$ cat src/rtl/miss_handler_arb_if.sv
`default_nettype none
// miss_handler_arb_if: request, memory and response bundle for miss_handler_arb.
// Revision 1.0
interface miss_handler_arb_if #(
  parameter int NUM_CH  = 4,
  parameter int ADDR_W  = 32,
  parameter int RDATA_W = 64
);
  logic [NUM_CH*ADDR_W-1:0] us_addr;
  logic [NUM_CH-1:0]        us_valid;
  logic [NUM_CH-1:0]        us_stall;
  logic [ADDR_W-1:0]        mem_addr;
  logic                     mem_valid;
  logic                     mem_stall;
  logic [RDATA_W-1:0]       mem_data;
  logic                     mem_rvalid;
  logic                     mem_rstall;
  logic [RDATA_W-1:0]       ds_data;
  logic [NUM_CH-1:0]        ds_valid;
  logic [NUM_CH-1:0]        ds_stall;
  logic                     err;

  modport slave (
    input  us_addr, us_valid, mem_stall, mem_data, mem_rvalid, ds_stall,
    output us_stall, mem_addr, mem_valid, mem_rstall, ds_data, ds_valid, err
  );

  modport master (
    output us_addr, us_valid, mem_stall, mem_data, mem_rvalid, ds_stall,
    input  us_stall, mem_addr, mem_valid, mem_rstall, ds_data, ds_valid, err
  );
endinterface
`default_nettype wire

$ cat src/rtl/miss_handler_arb.sv
`default_nettype none
// miss_handler_arb: round-robin N-channel miss arbiter with in-order response routing.
// Revision 1.0
module miss_handler_arb #(
  parameter int NUM_CH  = 4,
  parameter int ADDR_W  = 32,
  parameter int RDATA_W = 64,
  parameter int MAX_OUT = 8
) (
  input logic               clk,
  input logic               rst_n,
  miss_handler_arb_if.slave bus_io
);
  localparam int CH_W  = $clog2(NUM_CH);
  localparam int PTR_W = $clog2(MAX_OUT);
  localparam int CNT_W = PTR_W + 1;

  logic [CH_W-1:0]    rr_q, rr_d;
  logic [ADDR_W-1:0]  mem_addr_q, mem_addr_d;
  logic               mem_valid_q, mem_valid_d;
  logic [CH_W-1:0]    id_fifo_q [MAX_OUT];
  logic [PTR_W-1:0]   wr_ptr_q, wr_ptr_d;
  logic [PTR_W-1:0]   rd_ptr_q, rd_ptr_d;
  logic [CNT_W-1:0]   out_cnt_q, out_cnt_d;
  logic [RDATA_W-1:0] ds_data_q, ds_data_d;
  logic [NUM_CH-1:0]  ds_valid_q, ds_valid_d;
  logic [CH_W-1:0]    ds_ch_q, ds_ch_d;
  logic               err_q, err_d;

  logic               reg_free;
  logic               rstall;
  logic               rsp_acc;
  logic               pop;
  logic               can_grant;
  logic               found;
  logic               grant;
  logic [CH_W-1:0]    gnt_ch;
  logic [CH_W-1:0]    head_ch;
  logic [NUM_CH-1:0]  gnt_vec;
  logic [CNT_W-1:0]   cnt_after_pop;
  int                 scan_idx;

  assign head_ch       = id_fifo_q[rd_ptr_q];
  assign rstall        = (|ds_valid_q) & bus_io.ds_stall[ds_ch_q];
  assign rsp_acc       = bus_io.mem_rvalid & ~rstall;
  assign pop           = rsp_acc & (out_cnt_q != '0);
  // A pop this cycle frees a slot for a grant in the same cycle.
  assign cnt_after_pop = out_cnt_q - CNT_W'(pop);
  assign reg_free      = ~mem_valid_q | ~bus_io.mem_stall;
  assign can_grant     = reg_free & (cnt_after_pop < CNT_W'(MAX_OUT));
  assign grant         = found & can_grant;
  assign gnt_vec       = grant ? (NUM_CH'(1) << gnt_ch) : '0;

  always_comb begin
    found    = 1'b0;
    gnt_ch   = '0;
    scan_idx = 0;
    for (int k = 0; k < NUM_CH; k++) begin
      scan_idx = (int'(rr_q) + k) % NUM_CH;
      if (!found && bus_io.us_valid[CH_W'(scan_idx)]) begin
        found  = 1'b1;
        gnt_ch = CH_W'(scan_idx);
      end
    end
  end

  always_comb begin
    rr_d        = rr_q;
    mem_addr_d  = mem_addr_q;
    mem_valid_d = mem_valid_q;
    wr_ptr_d    = wr_ptr_q;
    rd_ptr_d    = rd_ptr_q;
    ds_data_d   = ds_data_q;
    ds_valid_d  = ds_valid_q;
    ds_ch_d     = ds_ch_q;
    err_d       = err_q;

    if (reg_free) begin
      mem_valid_d = grant;
      if (grant) begin
        mem_addr_d = bus_io.us_addr[int'(gnt_ch)*ADDR_W +: ADDR_W];
      end
    end
    if (grant) begin
      rr_d     = (gnt_ch == CH_W'(NUM_CH - 1)) ? '0 : gnt_ch + CH_W'(1);
      wr_ptr_d = wr_ptr_q + PTR_W'(1);
    end

    if (!rstall) begin
      if (bus_io.mem_rvalid) begin
        if (out_cnt_q != '0) begin
          ds_data_d  = bus_io.mem_data;
          ds_valid_d = NUM_CH'(1) << head_ch;
          ds_ch_d    = head_ch;
          rd_ptr_d   = rd_ptr_q + PTR_W'(1);
        end else begin
          // Orphan response: drop it and flag the protocol violation.
          ds_valid_d = '0;
          err_d      = 1'b1;
        end
      end else begin
        ds_valid_d = '0;
      end
    end

    out_cnt_d = out_cnt_q + CNT_W'(grant) - CNT_W'(pop);
  end

  always_ff @(posedge clk or negedge rst_n) begin
    if (!rst_n) begin
      rr_q        <= '0;
      mem_addr_q  <= '0;
      mem_valid_q <= 1'b0;
      wr_ptr_q    <= '0;
      rd_ptr_q    <= '0;
      out_cnt_q   <= '0;
      ds_data_q   <= '0;
      ds_valid_q  <= '0;
      ds_ch_q     <= '0;
      err_q       <= 1'b0;
    end else begin
      rr_q        <= rr_d;
      mem_addr_q  <= mem_addr_d;
      mem_valid_q <= mem_valid_d;
      wr_ptr_q    <= wr_ptr_d;
      rd_ptr_q    <= rd_ptr_d;
      out_cnt_q   <= out_cnt_d;
      ds_data_q   <= ds_data_d;
      ds_valid_q  <= ds_valid_d;
      ds_ch_q     <= ds_ch_d;
      err_q       <= err_d;
    end
  end

  // ID storage needs no reset: only entries between the pointers are ever read.
  always_ff @(posedge clk) begin
    if (grant) begin
      id_fifo_q[wr_ptr_q] <= gnt_ch;
    end
  end

  assign bus_io.us_stall   = bus_io.us_valid & ~gnt_vec;
  assign bus_io.mem_addr   = mem_addr_q;
  assign bus_io.mem_valid  = mem_valid_q;
  assign bus_io.mem_rstall = rstall;
  assign bus_io.ds_data    = ds_data_q;
  assign bus_io.ds_valid   = ds_valid_q;
  assign bus_io.err        = err_q;
endmodule
`default_nettype wire

$ cat src/flat_wrapper.sv
// flat-port wrapper written by rule: the top's interface ports become plain ports
module miss_handler_arb_flat 
#(
  parameter int NUM_CH  = 4,
  parameter int ADDR_W  = 32,
  parameter int RDATA_W = 64,
  parameter int MAX_OUT = 8
)
  (clk, rst_n, bus_io_us_addr, bus_io_us_valid, bus_io_mem_stall, bus_io_mem_data, bus_io_mem_rvalid, bus_io_ds_stall, bus_io_us_stall, bus_io_mem_addr, bus_io_mem_valid, bus_io_mem_rstall, bus_io_ds_data, bus_io_ds_valid, bus_io_err);
  miss_handler_arb_if #(.NUM_CH(NUM_CH), .ADDR_W(ADDR_W), .RDATA_W(RDATA_W)) bus_io_i ();
  input logic clk;
  input logic rst_n;
  input wire logic [$bits(bus_io_i.us_addr)-1:0] bus_io_us_addr;
  input wire logic [$bits(bus_io_i.us_valid)-1:0] bus_io_us_valid;
  input wire logic [$bits(bus_io_i.mem_stall)-1:0] bus_io_mem_stall;
  input wire logic [$bits(bus_io_i.mem_data)-1:0] bus_io_mem_data;
  input wire logic [$bits(bus_io_i.mem_rvalid)-1:0] bus_io_mem_rvalid;
  input wire logic [$bits(bus_io_i.ds_stall)-1:0] bus_io_ds_stall;
  output wire logic [$bits(bus_io_i.us_stall)-1:0] bus_io_us_stall;
  output wire logic [$bits(bus_io_i.mem_addr)-1:0] bus_io_mem_addr;
  output wire logic [$bits(bus_io_i.mem_valid)-1:0] bus_io_mem_valid;
  output wire logic [$bits(bus_io_i.mem_rstall)-1:0] bus_io_mem_rstall;
  output wire logic [$bits(bus_io_i.ds_data)-1:0] bus_io_ds_data;
  output wire logic [$bits(bus_io_i.ds_valid)-1:0] bus_io_ds_valid;
  output wire logic [$bits(bus_io_i.err)-1:0] bus_io_err;
  assign bus_io_i.us_addr = bus_io_us_addr;
  assign bus_io_i.us_valid = bus_io_us_valid;
  assign bus_io_i.mem_stall = bus_io_mem_stall;
  assign bus_io_i.mem_data = bus_io_mem_data;
  assign bus_io_i.mem_rvalid = bus_io_mem_rvalid;
  assign bus_io_i.ds_stall = bus_io_ds_stall;
  assign bus_io_us_stall = bus_io_i.us_stall;
  assign bus_io_mem_addr = bus_io_i.mem_addr;
  assign bus_io_mem_valid = bus_io_i.mem_valid;
  assign bus_io_mem_rstall = bus_io_i.mem_rstall;
  assign bus_io_ds_data = bus_io_i.ds_data;
  assign bus_io_ds_valid = bus_io_i.ds_valid;
  assign bus_io_err = bus_io_i.err;
  miss_handler_arb #(.NUM_CH(NUM_CH), .ADDR_W(ADDR_W), .RDATA_W(RDATA_W), .MAX_OUT(MAX_OUT)) u_core (.clk(clk), .rst_n(rst_n), .bus_io(bus_io_i));
endmodule
$ cat config.mk
export PLATFORM = sky130hd
export DESIGN_NAME = miss_handler_arb_flat
export DESIGN_NICKNAME = d
export VERILOG_FILES = /design/src/rtl/miss_handler_arb_if.sv /design/src/rtl/miss_handler_arb.sv /design/src/flat_wrapper.sv
export SDC_FILE = /design/constraint.sdc
export NUM_CORES = 1
export LEC_CHECK = 0
export BUFFER_PORTS_ARGS = -buffer_cell sky130_fd_sc_hd__buf_2
export CORE_MARGIN = 2
export CORE_UTILIZATION = 42
export CTS_BUF_LIST = sky130_fd_sc_hd__clkbuf_16
export CTS_CLUSTER_SIZE = 14
export DETAILED_ROUTE_END_ITERATION = 12
export PLACE_DENSITY = 0.71
export SLEW_MARGIN = 25
export SYNTH_ARGS = -nofsm -noshare
export SYNTH_HDL_FRONTEND = slang
export SYNTH_SLANG_ARGS = --single-unit
$ cat constraint.sdc
create_clock -name clk -period 3.9 [get_ports clk]
set_clock_uncertainty 0.1 [all_clocks]
set_input_delay 0.39 -clock clk [delete_from_list [all_inputs] [get_ports clk]]
set_output_delay 0.39 -clock clk [all_outputs]
set_load 0.05 [all_outputs]
-- Word-level counts from Yosys, hierarchy flattened
Memory sizes are Yosys's and may differ from the RTL's.
Cells that the tools add are included.
- register bits: 116
- bits in writable memories: 16
- input port bits: 204
- memories kept: 1
- add/sub/neg operators: 9
- $lt $le $gt $ge: 6
- equal/unequal tests: 1
- shift-type cells: 3
- muxes and demuxes: 28
- bitwise logic cells: 12
- reduce and logical (&&, ||, !) cells: 11
- memory list (name ; depth ; width ; rd ports ; clocked after Yosys merged registers in ; write ports ; line ; source):
    u_core.id_fifo_q ; 8 ; 2 ; 1 ; 0 ; 1 ; miss_handler_arb.sv:21 ; logic [CH_W-1:0] id_fifo_q [MAX_OUT];
- operators with widths (kind ; number):
    $shiftx 128x8->32 ; 1
    $lt 2x4->1 const B ; 4
    $mux 1 ; 15
    $mux 4 ; 3
    $bmux 1 s2 ; 5
    $mux 2 ; 5
    $shl 1x2->4 const A ; 2
    $sub 4x1->4 ; 2
    $add 3x1->3 const B ; 2
    $reduce_and 3->1 ; 2
    $and 1x1->1 ; 5
    $add 2x1->2 const B ; 2
    $add 2x2->2 const B ; 2
    $add 4x1->4 ; 1
    $and 4x4->4 ; 1
    $lt 4x4->1 const B ; 1
    $not 1->1 ; 4
    $not 4->4 ; 1
    $reduce_bool 4->1 ; 1
    $reduce_or 4->1 ; 1
    $logic_and 1x1->1 ; 3
    $logic_not 1->1 ; 3
    $lt 2x3->1 const B ; 1
    $eq 2x2->1 const B ; 1
    other kinds (2) ; 2

-- Longest topological paths before layout
- depth after elaboration: 17
- mapped depth: 16
- mapped depth without buffers: 14

-- Worst setup path before layout
Ideal clock, no wire load.
- kind: register to output
- from: register u_core.ds_valid_q[1] (netlist: u_core.bus_io.ds_valid[1])
- to: output bus_io_us_stall[0]
- data arrival time: 3.276 ns
- data required time: 3.410 ns
- path slack: 0.134 ns
- cell stages (with the launch flop): 11
- buffers on the path: 2
- cells stage by stage: dfrtp_1 > o41ai_2 > and3_4 > buf_12 > buf_6 > ha_1 > nand2_1 > xnor2_1 > nand3_2 > inv_2 > a21boi_0
- longest elaborated chain between the ends: 12
- RTL lines (item ; line ; source):
    start, declared ; miss_handler_arb.sv:26 ; logic [NUM_CH-1:0] ds_valid_q, ds_valid_d;
    start signal, assigned ; miss_handler_arb.sv:129 ; ds_valid_q <= ds_valid_d;
    $reduce_or 4->1 ; miss_handler_arb.sv:44 ; assign rstall = (|ds_valid_q) & bus_io.ds_stall[ds_ch_q];
    $and 1x1->1 ; miss_handler_arb.sv:44 ;
    $not 1->1 ; miss_handler_arb.sv:45 ; assign rsp_acc = bus_io.mem_rvalid & ~rstall;
    $and 1x1->1 ; miss_handler_arb.sv:45 ;
    $and 1x1->1 ; miss_handler_arb.sv:46 ; assign pop = rsp_acc & (out_cnt_q != '0);
    $sub 4x1->4 ; miss_handler_arb.sv:48 ; assign cnt_after_pop = out_cnt_q - CNT_W'(pop);
    $lt 4x4->1 ; miss_handler_arb.sv:50 ; assign can_grant = reg_free & (cnt_after_pop < CNT_W'(MAX_OUT));
    $and 1x1->1 ; miss_handler_arb.sv:50 ;
    $and 1x1->1 ; miss_handler_arb.sv:51 ; assign grant = found & can_grant;
    named net u_core.grant ; miss_handler_arb.sv:36 ; logic grant;
    $mux 4 ; miss_handler_arb.sv:52 ; assign gnt_vec = grant ? (NUM_CH'(1) << gnt_ch) : '0;
    $not 4->4 ; miss_handler_arb.sv:142 ; assign bus_io.us_stall = bus_io.us_valid & ~gnt_vec;
    $and 4x4->4 ; miss_handler_arb.sv:142 ;
    end, declared ; flat_wrapper.sv:19 ; output wire logic [$bits(bus_io_i.us_stall)-1:0] bus_io_us_stall;
The timed path passes the listed nets, and every way through them passes these cells.

-- Worst setup path in the final report
- from: register u_core.ds_ch_q[0]
- to: output bus_io_us_stall[2]
- longest elaborated chain between the ends: 13
- RTL lines (item ; line ; source):
    start, declared ; miss_handler_arb.sv:27 ; logic [CH_W-1:0] ds_ch_q, ds_ch_d;
    start signal, assigned ; miss_handler_arb.sv:130 ; ds_ch_q <= ds_ch_d;
    $bmux 1 s2 ; miss_handler_arb.sv:44 ;
    $mux 1 (implied by the code) ; miss_handler_arb.sv:44 ;
    $and 1x1->1 ; miss_handler_arb.sv:44 ;
    $not 1->1 ; miss_handler_arb.sv:45 ;
    $and 1x1->1 ; miss_handler_arb.sv:45 ;
    $and 1x1->1 ; miss_handler_arb.sv:46 ;
    $sub 4x1->4 ; miss_handler_arb.sv:48 ;
    $lt 4x4->1 ; miss_handler_arb.sv:50 ;
    $and 1x1->1 ; miss_handler_arb.sv:50 ;
    $and 1x1->1 ; miss_handler_arb.sv:51 ;
    named net u_core.grant ; miss_handler_arb.sv:36 ;
    $mux 4 ; miss_handler_arb.sv:52 ;
    $not 4->4 ; miss_handler_arb.sv:142 ;
    $and 4x4->4 ; miss_handler_arb.sv:142 ;
The timed path passes the listed nets, and every way through them passes these cells. The select of a mux whose other input is x is not followed.

==> metrics <==
post-synthesis sequential area ratio 53.7%; f_max 286 MHz; Top FF cell, synth dfrtp_1; Simple-Gate Fraction of Synth Area 4.88%; Fillers 1177; HP Class in2reg; Hold Crit Depth 2; H-tree levels 4; cts bufs inserted 17; share of cells above drive strength 1 55.1%; largest family of logic cells by synthesized area multiplexers; most frequent cells in the layout buf_2 (309), dfrtp_1 (116), mux2i_1 (66); first-pass detailed-route iteration total 4; Syn. warnings 0; register area 0.00338 mm²; Worst Path Max Fanout 13; starting DRC count in detailed routing 162; Final Setup Violations 0; setup TNS 0 ps; multi-input logic area 0.00265 mm²; type of the worst setup path reg2out; Worst slew margin 45.0%; Synth Area in Adders 2.70%; Port Buf Inserts 310; Post-Syn Area 0.00630 mm²; startpoint types flop; Critical Path Slowest Stage Cell mux4_2; Post-Route Utilization 58.6%; Pwr Density 1030 mW/mm²; initial antenna violation count 3; crit end category output port; min setup slack post-route 397 ps; Initial Util 43.2%; Clock Path Buffers 2; Post-CTS Resized 0; DRC viols 0; Distinct cells, synth 42; die area 0.0160 mm²; Post-synth ARST share 87.9%; core area 0.0146 mm²; EDFF count, synth 16; vias per inst 5.05; share of the synthesized area in the top cell type 46.1%; Syn Inst Count 449; Top delay family on crit path simple AND/OR/NAND/NOR gates; CTS clk-pin slew, worst paths 60 ps; RSZ-0062 raised after global routing false; Max Cap Viol 0; R2R cell count 10; CTS tree yes; vias 4845; root buf cell clkbuf_16; reg-to-reg endpoint u_core.id_fifo_q[6][1]$_DFFE_PP_; fin. max-slew vios 0; die width 127 µm; P&R area growth vs syn 35.5%; worst hold path endpoint u_core.bus_io.ds_data[52]$_DFFE_PN0N_; clock tree sinks 132; IO Count 311; Synth area leader dfrtp_1; Die Span Y 127 µm; post-place setup slack 629 ps; Synth Area in Compound Gates 7.01%; post-synthesis mux area share 26.3%; R2R setup slack 710 ps; Pleak 4.41 nW; total wire length 16.6 mm; arrival time at the worst endpoint 3010 ps; Crit Reg-Reg Startpoint u_core.ds_ch_q[0]$_DFFE_PN0N_; VDD IR max 0.425 mV; Hold Violations, Final 0; Worst Path Required 3410 ps; GRT overflow 0; Avg WL per Cell 17.3 µm; Placer Congestion 0.812; crit share post-route 89.8%; row cnt 44; worst path buffer plus inverter count 2; most common cell after layout, fill and taps aside buf_2; status finished, final reports clean; Synth Register Bits 132; post-layout min period 3500 ps; worst slew pin tran 824 ps; leading post-synthesis cells by cell area dfrtp_1 (46%), mux2i_1 (10%), mux2_4 (9.5%), edfxtp_1 (7.6%), o221ai_1 (4.6%); first-pass GRT wire length 25.9 mm; mean post-synth cell area 14.0 µm²; syn nets 666; clk_lat worst skew 410 ps; vias in the first global route 5101; Total GRT Usage 20.9%; xor/xnor share of the synthesized area 1.09%; DRT antenna net count 0; slowest stage delay, CP 540 ps; largest net degree at the start of global routing 75; DP Wirelength 12.9 mm; nets@finish 977; crit-path cells mux4_2 > o41ai_2 > and3_4 > ha_1 > nand2_1 > xnor2_1 > nand3_2 > inv_2 > a21boi_0 > buf_2; HP Start bus_io_mem_data[52]
-- Yosys cell counts, drive strengths merged, types with 2 or more instances --
cell	instances
a21boi	4
a21oi	4
a32o	2
buf	23
clkbuf	4
dfrtp	116
edfxtp	16
ha	12
inv	13
mux2	65
mux2i	66
mux4	5
nand2	49
nor2	6
nor2b	3
nor3	2
nor3b	2
nor4b	2
o21ai	4
o221ai	33
o31ai	2
xnor2	5
xor2	2
-- registers in the layout, summed over array words and instances (netlist names) --
name	cells
u_core.bus_io.err	1
u_core.rr_q	2
u_core.bus_io.ds_valid	4
u_core.bus_io.mem_valid	1
u_core.bus_io.mem_addr	32
u_core.rd_ptr_q	3
u_core.id_fifo_q	16
u_core.wr_ptr_q	3
u_core.bus_io.ds_data	64
u_core.out_cnt_q	4
u_core.ds_ch_q	2
-- worst reg2reg max path, cell delays in order, from the launching register on --
cell     delay (ps)
dfrtp_1         370
mux4_2          540
o41ai_2         100
and3_4          270
ha_1            160
nand2_1          80
xnor2_1         200
nand3_2         280
inv_2           240
nand2_1         130
nor3b_1         380
-- metal layers --
metal / up-vias / part of all wire, % / track usage (%) / wire length, µm
met1: 2311 / 38 / 22.8 / 6290
met5: - / 0 / 0 / 0
li1: 2281 / - / - / -
met3: 27 / 7.6 / 5.95 / 1260
met4: 0 / 2.5 / 9.50 / 407
met2: 226 / 52 / 37.6 / 8630
-- metrics by stage --
| stage | hold WS [ps] | cell area [µm²] | total power, W | std cells |
|---|---|---|---|---|
| after CTS | 87.2 | 8530 | 0.00892 | 957 |
| after floorplan | -5.59 | 6300 | 0.00624 | 449 |
| after global placement | 350 | 7930 | 0.00717 | 924 |
| final | 116 | 8540 | 0.00883 | 960 |
| after global routing | 96.7 | 8540 | 0.00930 | 960 |
| after detailed placement | 354 | 7930 | 0.00731 | 924 |
-- repair_timing --
item                                   4_1_cts  5_1_grt
hold buffers                                 1        0
endpoints found under the hold margin       47        0
buffers inserted                             0        0
-- cell families after synthesis --
kind of cell | after synthesis
flops | 132
fa+ha+maj | 13
xor+xnor | 7
mux | 136
compound gates | 53
buf+inv | 40
simple gates | 68
-- worst max path at each step --
stage / depth (start not counted) / slack, ps / startpoint / to
6_report: 10 / 400 / u_core.ds_ch_q[0]$_DFFE_PN0N_ / bus_io_us_stall[2]
5_1_grt: 10 / 220 / u_core.ds_ch_q[0]$_DFFE_PN0N_ / bus_io_us_stall[2]
4_1_cts: 10 / 350 / u_core.ds_ch_q[0]$_DFFE_PN0N_ / bus_io_us_stall[2]
3_5_place_dp: 11 / 630 / bus_io_ds_stall[3] / u_core.id_fifo_q[6][0]$_DFFE_PP_
3_3_place_gp: 11 / 810 / bus_io_ds_stall[3] / u_core.id_fifo_q[6][0]$_DFFE_PP_
2_1_floorplan: 10 / 130 / u_core.bus_io.ds_valid[1]$_DFFE_PN0N_ / bus_io_us_stall[0]
-- report_power, final --
group | leakage, nW | switching, W | internal, W
sequential | 1.53 | 0.000402 | 0.00206
clock | 0.280 | 0.000578 | 0.000997
combinational | 2.60 | 0.00325 | 0.00154
-- cell type report --
type,count,share of cell area (%)
Antenna cell,3,0.0879
Clock buffer,17,4.98
Clock inverter,15,1.95
Inverter,13,0.571
Multi-Input combinational cell,277,31.1
Sequential cell,132,39.6
Tap cell,184,2.70
Timing Repair Buffer,319,19.1
No activity file was read; power rests on OpenSTA's default activity.
